File: config.mk
export PLATFORM = sky130hd
export DESIGN_NAME = product_accumulator
export DESIGN_NICKNAME = d
export VERILOG_FILES = /design/src/rtl/prodacc_pkg.sv /design/src/rtl/product_accumulator_acc_sat_add.sv /design/src/rtl/product_accumulator.sv
export SDC_FILE = /design/constraint.sdc
export NUM_CORES = 1
export LEC_CHECK = 0
export ABC_AREA = 0
export CORE_MARGIN = 2
export CORE_UTILIZATION = 52
export CTS_CLUSTER_SIZE = 16
export DETAILED_ROUTE_END_ITERATION = 10
export PLACE_DENSITY = 0.73
export SLEW_MARGIN = 10
export SYNTH_ARGS = -nofsm -noshare
export SYNTH_HDL_FRONTEND = slang
export SYNTH_HIERARCHICAL = 1
export SYNTH_SLANG_ARGS = --single-unit
File: constraint.sdc
create_clock -name clock -period 2.9 [get_ports clock]
set_clock_uncertainty 0.05 [all_clocks]
set_input_delay 0.58 -clock clock [delete_from_list [all_inputs] [get_ports clock]]
set_output_delay 0.58 -clock clock [all_outputs]
set_load 0.01 [all_outputs]
File: src/rtl/prodacc_pkg.sv
// Shared types and constants for the product accumulator.
// Saturating arithmetic is selected by the PRODUCT_ACCUMULATOR_SATURATE_EN macro.
package prodacc_pkg;

  typedef enum logic {
    ACCUM = 1'b0,
    HOLD  = 1'b1
  } state_t;

  localparam int PROD_W = 16;
  localparam int BYTE_W = 8;

  // Largest positive two's-complement value of a w-bit word, zero-extended to 32 bits.
  function automatic logic [31:0] acc_max(input int w);
    return (32'h1 << (w - 1)) - 32'h1;
  endfunction

  // Most negative w-bit value; only the low w bits are meaningful.
  function automatic logic [31:0] acc_min(input int w);
    return ~acc_max(w);
  endfunction

endpackage

File: src/rtl/product_accumulator_acc_sat_add.sv
// Combinational signed ACC_W adder with overflow flag.
// PRODUCT_ACCUMULATOR_SATURATE_EN clamps overflowing sums instead of wrapping.
module acc_sat_add
  import prodacc_pkg::*;
#(
  parameter int ACC_W = 24
) (
  input  logic [ACC_W-1:0] a,
  input  logic [ACC_W-1:0] b,
  output logic [ACC_W-1:0] sum,
  output logic             ovf
);

  logic [ACC_W-1:0] raw;

  assign raw = a + b;
  assign ovf = (a[ACC_W-1] == b[ACC_W-1]) && (raw[ACC_W-1] != a[ACC_W-1]);

`ifdef PRODUCT_ACCUMULATOR_SATURATE_EN
  localparam logic [31:0] MAX_V = acc_max(ACC_W);
  localparam logic [31:0] MIN_V = acc_min(ACC_W);

  // On overflow both operands share a sign, so a's sign picks the rail.
  always_comb begin
    sum = raw;
    if (ovf) begin
      sum = a[ACC_W-1] ? MIN_V[ACC_W-1:0] : MAX_V[ACC_W-1:0];
    end
  end
`else
  assign sum = raw;
`endif

endmodule

File: src/rtl/product_accumulator.sv
// Rebuilds signed 16-bit products from byte pairs and sums TERMS of them per result.
// Build option PRODUCT_ACCUMULATOR_SATURATE_EN selects saturating accumulation.
module product_accumulator
  import prodacc_pkg::*;
#(
  parameter int ACC_W = 24,
  parameter int TERMS = 8
) (
  input  logic                     clock,
  input  logic                     aclr,
  input  logic                     clear,
  input  logic [BYTE_W-1:0]        prod_hi,
  input  logic [BYTE_W-1:0]        prod_lo,
  input  logic                     in_valid,
  output logic                     in_ready,
  output logic [ACC_W-1:0]         acc_out,
  output logic                     out_valid,
  input  logic                     out_ready,
  output logic                     overflow,
  output logic [$clog2(TERMS)-1:0] term_count
);

  localparam int CNT_W = $clog2(TERMS);
  localparam logic [CNT_W-1:0] LAST_CNT = CNT_W'(TERMS - 1);

  state_t           state;
  state_t           state_nx;
  logic [ACC_W-1:0] acc;
  logic [ACC_W-1:0] prod_ext;
  logic [ACC_W-1:0] sum;
  logic             ovf;
  logic             sticky;
  logic             accept;
  logic             last;
  logic [PROD_W-1:0] prod;

  assign prod     = {prod_hi, prod_lo};
  assign prod_ext = {{(ACC_W - PROD_W){prod[PROD_W-1]}}, prod};

  acc_sat_add #(.ACC_W(ACC_W)) u_add (
    .a   (acc),
    .b   (prod_ext),
    .sum (sum),
    .ovf (ovf)
  );

  always_ff @(posedge clock or posedge aclr) begin
    if (aclr) begin
      state <= ACCUM;
    end else begin
      state <= state_nx;
    end
  end

  always_comb begin
    state_nx = state;
    in_ready = 1'b0;
    accept   = 1'b0;
    last     = 1'b0;
    case (state)
      ACCUM: begin
        in_ready = 1'b1;
        if (in_valid) begin
          accept = 1'b1;
          if (term_count == LAST_CNT) begin
            last     = 1'b1;
            state_nx = HOLD;
          end
        end
      end
      HOLD: begin
        if (out_ready) begin
          state_nx = ACCUM;
        end
      end
      default: state_nx = ACCUM;
    endcase
    // Abort wins over both handshakes.
    if (clear) begin
      state_nx = ACCUM;
      accept   = 1'b0;
      last     = 1'b0;
    end
  end

  always_ff @(posedge clock or posedge aclr) begin
    if (aclr) begin
      acc        <= '0;
      term_count <= '0;
      sticky     <= 1'b0;
      acc_out    <= '0;
      out_valid  <= 1'b0;
      overflow   <= 1'b0;
    end else if (clear) begin
      acc        <= '0;
      term_count <= '0;
      sticky     <= 1'b0;
      out_valid  <= 1'b0;
    end else begin
      if (accept && last) begin
        acc_out    <= sum;
        overflow   <= sticky | ovf;
        out_valid  <= 1'b1;
        acc        <= '0;
        term_count <= '0;
        sticky     <= 1'b0;
      end else if (accept) begin
        acc        <= sum;
        term_count <= term_count + CNT_W'(1);
        sticky     <= sticky | ovf;
      end
      if (state == HOLD && out_ready) begin
        out_valid <= 1'b0;
      end
    end
  end

endmodule

==> key figures <==
Global routing
  • Initial antenna violation count: 0
  • Largest net degree at the start of global routing: 30
  • First-pass GRT wire length: around 13000 um
  • GRT Total Usage: 0.222
  • GRT met2 Usage: 0.361
  • Met1 Usage GRT: 0.306
  • Total gr overflow: 0
  • Busiest grt layer: met2
  • Vias in the first global route: 2776
  • M3 GR Usage: 0.0375

Die
  • Core area: about 6400 um^2
  • Die Height: 85.6 um
  • Die width: around 86 um
  • Starting Density: 0.542
  • I/O pins: between 50 and 60
  • Std-Cell Rows: 29
  • Die footprint: ~7300 um^2

Placement
  • Gp weighted congestion: 0.937
  • Placed inst area: 4370 um^2
  • Post-DP HPWL: between 5000 and 6000 um
  • Dpl ws: -0.315 ns
  • Port Buffers: 50

Critical path
  • WS Path Type: input pin to register
  • Reg2reg setup slack: between 0.3 and 0.4 ns
  • Critical R2R Launch: acc[0]
  • Cell family with most CP delay: compound AO/OA/AOI/OAI gates
  • CP required: about 3.0 ns
  • Worst path max stage delay: 0.40 ns
  • CP arrival: 2.91 ns
  • CP bufs+invs: 1
  • Worst-path fanout max: 3
  • Slowest CP cell: clkdlybuf4s50_1
  • Path depth of the worst reg2reg path: 9
  • Setup crit start kind: input pin
  • CP Cell Sequence: clkdlybuf4s50_1 -> ha_1 -> fa_2 -> a211oi_2 -> o21bai_1 -> a31o_2 -> o2bb2ai_1 -> a31oi_1 -> xnor2_1 -> mux2_4
  • Reg-to-reg endpoint: acc_out[16]
  • Worst setup EP type: register
  • Levels on crit path: 10

Synthesis
  • Synthesized cell area: around 3500 um^2
  • Synthesized instance count: roughly 310
  • Synth async-reset ratio: 1.00
  • Yosys reg bits: between 50 and 60
  • Post-synthesis average cell area: roughly 11 um^2
  • Netlist cell types: between 50 and 60
  • Primary FF master, synth: dfrtp_1
  • Sequential fraction of the synthesis area: 0.397
  • Syn_nets: 352
  • Ys Warns: 6
  • Post-synth EDFFs: 0

Timing
  • Max Slew Vio Count: 0
  • Maximum clock rate: ~0.36 GHz
  • RSZ-0062 raised after global routing: no
  • Endpoints failing setup: 0
  • Minimum clock period: around 2.8 ns
  • Hold Fails Final Rpt: 0
  • Final critical-path setup slack: about 0.13 ns
  • Fin crit share: 0.956
  • Slew headroom: 0.224
  • Worst Tran Pin Value: between 1 and 1.5 ns

Finish
  • Fillers: 501
  • Commonest non-fill, non-tap cell in the layout: buf_4
  • Util after Layout: 0.704
  • Ant diodes: 0
  • FF+latch area: between 1000 and 1500 um^2
  • Finished Cell Area: about 4500 um^2
  • Layout cells sized above 1: 0.325
  • Area of the multi-input gates: 1960 um^2
  • # nets final: 453
  • Most frequent cells in the layout: 58 x buf_4, 55 x dfrtp_1, 49 x clkdlybuf4s50_1
  • Area grow syn2layout: 29.8%

Worst hold path
  • HP Start: acc_out[3]
  • WHS Path Cells: 1
  • WHS Endpoint: acc_out[3]
  • Worst min path class: register to register

Routing
  • DR pass1 iterations: 4
  • Via count: 2747
  • Antenna viol nets, final: 0
  • Vias per cell: between 5 and 6
  • WL final: roughly 7700 um
  • Detailed-route DRC error count: 0
  • Avg WL per Cell: about 16 um
  • 1st-iter DRT viols: 92

CTS
  • CTS Root Cell: clkbuf_8
  • Clock Latency Late Sink: 0.31 ns
  • # hold bufs at CTS: 0
  • Post-cts resize count: 0
  • CTS Buffer Depth: 2
  • Clock slew at reported path FFs: around 0.1 ns
  • CTS tree: built
  • Post-CTS setup buffers: 0
  • # clock sinks: 55
  • Num CTS Buffers: 5
  • H-tree depth: 2

Pwr
  • Net Sw Frac: 0.339
  • Power Dens Cells: slightly above 500 nW/um^2
  • Worst vdd ir: 0.306 mV
  • Seq pwr share: 0.380
  • Power share of the combinational group: 0.432
  • Net Sw Power: just under 800 uW
  • Clk pwr share: 0.189
  • Leak: between 2 and 2.5 nW
  • Cell-internal power: approximately 1.5 mW

Flow run
  • MaxCap Viol Count: 0

Outcome
  • Status: complete, no violations
## how the worst max path moves through the flow
| stage | from | end | slack [ns] |
|---|---|---|---|
| after floorplan | prod_lo[0] | acc_out[22] | 0.22 |
| after global placement | prod_lo[0] | acc_out[22] | -0.30 |
| after detailed placement | prod_lo[0] | acc_out[20] | -0.31 |
| after CTS | prod_hi[7] | sticky | 0.005 |
| after global routing | prod_lo[0] | sticky | 0.01 |
| final | prod_lo[0] | acc_out[16] | 0.13 |
## layer usage
layer / vias to the layer above / routed length (um)
li1: 1333 / -
met1: 1344 / 3690
met2: 60 / 3620
met3: 10 / 289
met4: 0 / 116
met5: - / 0
## per-stage QoR
stage	std cells	hold WS [ns]	setup TNS (ns)	power [mW]
5_1_grt	483	0.475	0	2.42
4_1_cts	483	0.468	0	2.27
3_5_place_dp	476	0.446	-5.57	1.84
2_1_floorplan	305	0.430	0	1.47
6_report	483	0.464	0	2.28
3_3_place_gp	476	0.441	-5.13	1.82
## logic make-up after synthesis
kind of cell | share of synthesized area
and+or+nand+nor | 0.0921
DFF | 0.397
buffers and inverters | 0.0488
muxes | 0.102
xor gates and xnor gates | 0.0556
AOI/OAI and AO/OA | 0.208
adders and majority gates | 0.0961
## final cells by class
class,count,area share
inverter,6,0.00501
tap,77,0.0214
clock buffer,6,0.0184
clock inverter,1,0.00111
sequential,55,0.306
multi-input combinational,229,0.435
timing repair buffer,109,0.213
## cells in the mapped netlist, types with 2 or more instances
library cell	instances	area, um^2
dfrtp_1	55	1380
ha_1	25	313
a21oi_1	21	105
nand2_1	20	75.1
mux2_4	17	255
a22o_2	16	160
xnor2_1	13	114
nor2_1	11	41.3
a22o_1	10	87.6
o21ai_0	10	50.1
xor2_1	9	78.8
mux2_2	7	78.8
nand4_1	7	43.8
inv_1	6	22.5
nand3_1	6	30.0
buf_6	5	56.3
o21ai_1	5	25.0
a21oi_2	4	35.0
a31oi_1	4	25.0
buf_2	4	20.0
nor3_1	3	15.0
o21bai_1	3	22.5
a211oi_1	2	15.0
a211oi_2	2	25.0
a21o_1	2	15.0
a31o_2	2	17.5
buf_12	2	40.0
clkbuf_1	2	7.51
mux2i_1	2	20.0
nand2b_1	2	12.5
o211ai_1	2	15.0
o211ai_2	2	25.0
or2_2	2	12.5
## flip-flops by register name, summed over array words and instances, names as in the netlist
register,count
term_count,3
state,1
out_valid,1
acc,24
acc_out,24
sticky,1
overflow,1
## power by group through the flow
stage / Clock, mW / Combinational (mW) / Sequential [mW]
2_1_floorplan: 0 / 0.599 / 0.872
3_3_place_gp: 0 / 0.935 / 0.881
3_5_place_dp: 0 / 0.955 / 0.881
4_1_cts: 0.445 / 0.961 / 0.868
5_1_grt: 0.468 / 1.08 / 0.875
6_report: 0.431 / 0.986 / 0.867
(Power assumes the default switching activity.)
